[config.mk]
export PLATFORM = sky130hd
export DESIGN_NAME = event_xing_feeder
export DESIGN_NICKNAME = d
export VERILOG_FILES = /design/src/rtl/event_xing_feeder.sv
export SDC_FILE = /design/constraint.sdc
export NUM_CORES = 1
export LEC_CHECK = 0
export BUFFER_PORTS_ARGS = -buffer_cell sky130_fd_sc_hd__buf_2
export CORE_ASPECT_RATIO = 1.5
export CORE_MARGIN = 2
export CORE_UTILIZATION = 57
export CTS_CLUSTER_SIZE = 16
export DETAILED_ROUTE_END_ITERATION = 10
export GPL_TIMING_DRIVEN = 0
export PLACE_DENSITY = 0.79
export SLEW_MARGIN = 0
export SYNTH_ARGS = -nofsm -noshare
export SYNTH_HDL_FRONTEND = slang
export SYNTH_SLANG_ARGS = --single-unit
export TNS_END_PERCENT = 20
[constraint.sdc]
create_clock -name iclk -period 3.4 [get_ports iclk]
set_input_delay 0 -clock iclk [delete_from_list [all_inputs] [get_ports iclk]]
set_output_delay 0 -clock iclk [all_outputs]
set_load 0.01 [all_outputs]
[src/rtl/event_xing_feeder.sv]
// event_xing_feeder: source-side event queue that meters events into a clock-domain crossing
//   Counts incoming event pulses and issues them one at a time as single-cycle
//   pulses whenever the crossing is ready, with an optional post-issue holdoff.
//   Ports:
//     iclk, ireset_n  clock, asynchronous active-low reset
//     ievent          one event per high cycle
//     oready          crossing ready to accept an event
//     oevent          issued event pulse (combinational from oready)
//     pending         queued, not-yet-issued events (registered)
//     idle            nothing queued and no holdoff in progress (registered)
//     overflow        sticky drop flag, cleared by clear_ovf
//     clear_ovf       synchronous clear of overflow / drop_count
//     drop_count      16-bit saturating drop counter, only with EVENT_FEEDER_DROP_CNT_EN
//   Optional feature macro: EVENT_FEEDER_DROP_CNT_EN
module event_xing_feeder #(
  parameter int CNT_W   = 8,
  parameter int MIN_GAP = 0
) (
  input  logic             iclk,
  input  logic             ireset_n,
  input  logic             ievent,
  input  logic             oready,
  output logic             oevent,
  output logic [CNT_W-1:0] pending,
  output logic             idle,
  output logic             overflow,
`ifdef EVENT_FEEDER_DROP_CNT_EN
  output logic [15:0]      drop_count,
`endif
  input  logic             clear_ovf
);
  typedef enum logic [1:0] {IDLE, ARMED, GAP} state_t;
  localparam bit       HAS_GAP  = MIN_GAP > 0;
  localparam logic [7:0] GAP_INIT = 8'(HAS_GAP ? MIN_GAP - 1 : 0);
  state_t           state_q, state_d;
  logic [CNT_W-1:0] pending_q, pending_d;
  logic [7:0]       gap_q, gap_d;
  logic             idle_q, idle_d, ovf_q, ovf_d;
  logic             issue, drop;
  assign issue    = (state_q == ARMED) && oready;
  assign oevent   = issue;
  assign pending  = pending_q;
  assign idle     = idle_q;
  assign overflow = ovf_q;
  always_comb begin
    state_d   = state_q;
    gap_d     = gap_q;
    // a full counter only drops when no issue frees a slot this cycle
    drop      = ievent && !issue && (&pending_q);
    pending_d = drop ? pending_q : pending_q + CNT_W'(ievent) - CNT_W'(issue);
    case (state_q)
      IDLE:  state_d = (pending_d != '0) ? ARMED : IDLE;
      ARMED: begin
        if (issue && HAS_GAP) begin
          state_d = GAP;
          gap_d   = GAP_INIT;
        end else if (issue) begin
          state_d = (pending_d != '0) ? ARMED : IDLE;
        end
      end
      GAP: begin
        if (gap_q == '0) state_d = (pending_d != '0) ? ARMED : IDLE;
        else gap_d = gap_q - 8'd1;
      end
      default: state_d = IDLE;
    endcase
    idle_d = (pending_d == '0) && (state_d == IDLE);
    ovf_d  = drop || (ovf_q && !clear_ovf);
  end
  always_ff @(posedge iclk or negedge ireset_n) begin
    if (!ireset_n) begin
      state_q   <= IDLE;
      pending_q <= '0;
      gap_q     <= '0;
      idle_q    <= 1'b1;
      ovf_q     <= 1'b0;
    end else begin
      state_q   <= state_d;
      pending_q <= pending_d;
      gap_q     <= gap_d;
      idle_q    <= idle_d;
      ovf_q     <= ovf_d;
    end
  end
`ifdef EVENT_FEEDER_DROP_CNT_EN
  logic [15:0] drop_cnt_q, drop_cnt_d;
  assign drop_count = drop_cnt_q;
  // increment wins over clear; saturates at all-ones
  assign drop_cnt_d = drop ? drop_cnt_q + 16'((~&drop_cnt_q)) : (clear_ovf ? 16'd0 : drop_cnt_q);
  always_ff @(posedge iclk or negedge ireset_n) begin
    if (!ireset_n) drop_cnt_q <= '0;
    else drop_cnt_q <= drop_cnt_d;
  end
`endif
endmodule

; Yosys cells after proc, flatten, opt, wreduce, memory -nomap -nowiden
; Index checks and enable logic that the tools add are counted.
[totals]
wordCells = 31
ff_bits = 20
input_bits = 5
[classes]
addsub = 3
bitwise = 1
mux = 5
eq_ne = 2
n_reduce_logical = 15
[ops]
columns = operator, n
row1 = zero test 8 bit, 2
row2 = adder 8 x 1 -> 8 bit, 1
row3 = two-way mux 8 bit, 1
row4 = AND reduction 8 bit, 1
row5 = nonzero test 8 bit, 1
row6 = subtractor 8 x 1 -> 8 bit, 1
row7 = "subtractor 8 x 1 -> 8 bit, second input constant", 1
row8 = case mux 2 bit (3 select lines), 1
row9 = logical AND 1 bit, 5
row10 = zero test 2 bit, 2
row11 = two-way mux 2 bit, 2
row12 = "equality test 2 x 1 -> 1 bit, second input constant", 1
row13 = "equality test 2 bit, second input constant", 1
row14 = zero test 1 bit, 2
row15 = AND reduction 2 bit, 1
row16 = logical OR 1 bit, 1
row17 = two-way mux 1 bit, 1
row18 = inverter 1 bit, 1

; Depth between registers and ports, before layout
[depth]
ltp_word = 12
ltp_mapped = 11
ltp_nobuf = 11

; Worst setup path before layout
; Ideal clock, no wire load.
[synth_timing]
path_kind = flip-flop to flip-flop
from = register state_q[0]
to = register state_q[0]
setup_time_ns = 0.128
slack_ns = 0.423
t_arrival_ns = 2.849
n_path_buf = 0
path_stages_with_launch = 12
required_time_ns = 3.272
path_cell_list = dfrtp_1 -> and3b_2 -> ha_1 -> inv_1 -> ha_1 -> fa_1 -> a211oi_2 -> nor2_1 -> xor2_1 -> or4b_4 -> a221oi_1 -> o22ai_1
[synth_via]
elab_chain_len = 10
word_cells_on_any_way = 14
[synth_rtl]
columns = item, line
row1 = from (decl), 35  ; state_t state_q, state_d;
row2 = from (signal assigned), 78  ; state_q <= state_d;
row3 = equality test 2 x 1 -> 1 bit (*), 40  ; assign issue = (state_q == ARMED) && oready;
row4 = logical AND 1 bit (*), 40
row5 = net oevent, 23  ; output logic oevent,
row6 = "parallel branches: the longest is 7 deep, another holds subtractor 8 x 1 -> 8 bit", n/a
row7 = case mux 2 bit (3 select lines) (*), 51  ; case (state_q)
row8 = net state_d[0], 35
; Mark *: on every way through the listed nets, which the timed path passes.
; A chain may end at the register's enable or synchronous reset.

; Worst setup path after layout
[layout_timing]
from = register state_q[0]
to = register state_q[0]
[layout_via]
elab_chain_len = 10
word_cells_on_any_way = 14
[layout_rtl]
columns = item, line
row1 = "parallel branches: the longest is 9 deep, another holds subtractor 8 x 1 -> 8 bit", n/a
row2 = case mux 2 bit (3 select lines) (*), 51
row3 = net state_d[0], 35
; Marked as above.

==> summary.txt <==
Detailed routing
  • Metal2 WL: roughly 1400 µm
  • DRC: 0
  • Pre-antenna DRT Iters: 4
  • Met3 WL post-DR: 54 µm
  • Max Used Layer: met4
  • Final WL: 2510 µm
  • DRT iter0 DRCs: 17
  • Vias/cell: about 5.9
  • Post-route ant nets: 0
  • M1 wire length: approximately 1000 µm
  • Routed wire per std cell: roughly 14 µm
  • Total number of vias: ~1000

GRT
  • Grt ovf: 0
  • First-pass GRT wire length: 4570 µm
  • Largest net degree at the start of global routing: 21
  • Vias in the first global route: 1035
  • GRT Util Overall: 22.1%
  • Initial antenna violation count: 0

Timing
  • Fin Setup TNS: 0 ps
  • Hold slack: 68.9 ps
  • FMAX: roughly 320 MHz
  • Final setup violation count: 0
  • Final hold violation count: 0
  • Max_slew headroom: 61.4%
  • Final worst-path cycle share: 92.3%
  • Final setup margin: around 260 ps
  • RSZ-0062 raised after global routing: false
  • Max Slew Vio Count: 0
  • Clock Skew: 7.20 ps
  • Final worst path period need: around 3100 ps
  • Worst Tran Pin Value: ~570 ps

Logic synthesis
  • Post-synth EDFFs: 0
  • Leading area contributor after synthesis: dfrtp_1
  • Async set-reset flop share out of synthesis: 100%
  • Most used DFF post-synth: dfrtp_1
  • Unique masters post-synth: 46
  • FF+latch count, synth: 20
  • Synth warn: 0
  • Register area share after synthesis: about two fifths
  • Avg Inst Size Synth: 9.90 µm²
  • Syn_nets: roughly 150
  • Synth area leaders: dfrtp_1, ha_1, inv_1
  • Cell area after synthesis: approximately 1300 µm²
  • Top-area cell type share of the netlist area: 36.6%
  • Post-Syn Instances: between 100 and 150

Finish
  • Layout cells sized above 1: 22.9%
  • Ant. Diodes: 0
  • Post-layout util: around two thirds
  • Syn-to-layout area delta: 13.1%
  • Final-stage net count: ~170

Worst hold path
  • Worst Hold Endpoint: pending[0]
  • Hold Path Class: in -> reg
  • Hold Crit Start: ievent
  • Worst Hold Depth: 3

Placement
  • Placed wire-length estimate: between 2000 and 2500 µm
  • Setup WS pre-CTS: between 200 and 300 ps
  • Port Buf Inserts: 15
  • GP Congestion: ~0.86

Critical path
  • Crit end category: register
  • Kind of critical path: reg -> reg
  • Reg2reg end: state_q[0]
  • Worst R2R Path Depth: 11
  • Worst path arrival time: approximately 3300 ps
  • Slowest cell on crit path: or4b_4
  • CP top delay family: adder cells
  • Crit path required time: approximately 3600 ps
  • Reg2Reg Setup Slack: about 260 ps
  • Worst-path cell chain: and3b_2 -> ha_1 -> inv_1 -> ha_1 -> fa_1 -> a211oi_2 -> nor2_1 -> xor2_1 -> or4b_4 -> a221oi_1 -> o22ai_1
  • WP depth: 11
  • Buf/Inv on CP: 1
  • FF-to-FF Start: state_q[0]
  • CP dominant cell by count: ha_1
  • Crit Path Max Fanout: 5
  • CP max stage delay: roughly 500 ps
  • Startpoint Class: register

Job
  • Max-cap violations: 0

Die
  • Core Box Area: 2210 µm²
  • Starting Density: between 50% and 60%
  • Die area: between 2000 and 3000 µm²
  • Die extent in y: approximately 62 µm
  • Site Rows: 21
  • Chip width: between 40 and 50 µm
  • IO Count: 16

Power
  • Net Sw Frac: between 40% and 50%
  • Maximum vdd ir drop: 0.000420 V
  • NetSw: between 0.6 and 0.7 mW
  • Combinational power share: between 60% and 70%
  • Clock network fraction of total power: under 10%
  • Int Power: around 0.8 mW
  • Power per cell area: ~1000 nW/µm²
  • Static leakage: ~0.73 nW
  • Pwr Total: between 1 and 1.5 mW
  • Flop pwr share: a little under a quarter

Clocking
  • Reg clk slew, reported paths: 110 ps
  • CTS sink count: 20
  • Worst-case clock buffer depth: 2
  • CTS tree: built
  • # H-tree levels: 1
  • CTS resizes: 0
  • Clock root cell: clkbuf_4
  • Worst skew pair latency: 300 ps
  • Inserted Clock Buffers: 3

Outcome
  • Outcome: completed
-- sequential cells by signal, summed over array words and instances (netlist names) --
name      flops
state_q       2
pending       8
idle          1
overflow      1
gap_q         8
-- how the worst max path moves through the flow --
stage,from,to,slack (ps)
2_1_floorplan,state_q[0],state_q[0],420
3_3_place_gp,state_q[0],state_q[0],290
3_5_place_dp,state_q[0],state_q[0],270
4_1_cts,state_q[0],state_q[0],250
5_1_grt,state_q[0],state_q[0],110
6_report,state_q[0],state_q[0],260
-- metrics by stage --
stage	area, µm²	cells
after floorplan	1300	131
after global placement	1400	169
after detailed placement	1400	169
after CTS	1470	176
after global routing	1470	176
final	1470	176
-- synth_stat cells, types with 2 or more instances --
master    count
xor2_1        6
a211oi_2      2
a21oi_1       2
nor3_1        2
dfrtp_1      19
xnor2_1       3
nor2_1        8
inv_1        16
a21o_1        2
ha_1         12
inv_2         3
o2111a_1      2
nor3b_1       2
nand3_1       3
nor2b_1       2
nand2_1       8
nor4_1        2
o211ai_1      3
o21ai_0       6
mux2_2        2
-- layer usage --
metal / up-vias / global-route usage, %
met1: 493 / 26.8
met2: 27 / 39.2
li1: 510 / -
met5: - / 0
met3: 7 / 0.867
met4: 0 / 10.2
-- kinds of logic after synthesis --
group / Yosys count / share of synthesized area [%]
DFF: 20 / 38.7
xor gates and xnor gates: 9 / 6.08
AOI/OAI and AO/OA: 28 / 17.0
buffers and inverters: 20 / 5.88
adders and majority gates: 13 / 13.1
and+or+nand+nor: 39 / 17.6
muxes: 2 / 1.74
-- layout make-up --
type | count | area (µm²)
sequential | 20 | 502
clock buffer | 4 | 36.3
fill | 182 | 739
tap | 23 | 28.8
timing repair buffer | 18 | 105
multi-input combinational | 91 | 719
buffer | 1 | 5.00
inverter | 19 | 71.3
-- power groups by stage --
| stage | logic, mW | clock network, mW | registers (mW) |
|---|---|---|---|
| 2_1_floorplan | 0.733 | 0 | 0.377 |
| 3_3_place_gp | 0.955 | 0 | 0.358 |
| 3_5_place_dp | 0.988 | 0 | 0.360 |
| 4_1_cts | 0.998 | 0.140 | 0.355 |
| 5_1_grt | 1.12 | 0.150 | 0.366 |
| 6_report | 0.994 | 0.136 | 0.354 |
-- layout by cell type (no fill, tap or decap), drive strengths merged, types with 2 or more instances in the layout --
cell type,synthesis,routed
ha,12,12
a21oi,3,3
nand3,3,3
o31ai,2,2
inv,19,19
nor4,3,3
nor2,8,8
nor3,2,2
nor2b,2,2
o211ai,3,3
clkbuf,0,4
a21o,2,2
dlygate4sd3,0,3
mux2,2,2
o21ai,7,7
xnor2,3,3
nor3b,2,2
nand2,8,8
or2,2,2
a211oi,3,3
buf,1,16
xor2,6,6
dfrtp,19,19
o2111a,2,2
-- timing repair --
item                       4_1_cts  5_1_grt
setup endpoints to repair        0        0
buffers inserted                 0        0
hold endpoints to repair        22        0
hold buffers                     3        0
-- worst reg2reg max path, stage by stage, from the launching register on --
cell	delay [ps]
dfrtp_1	430
and3b_2	250
ha_1	280
inv_1	40
ha_1	210
fa_1	420
a211oi_2	320
nor2_1	100
xor2_1	160
or4b_4	500
a221oi_1	220
o22ai_1	110
(Power assumes the default switching activity.)
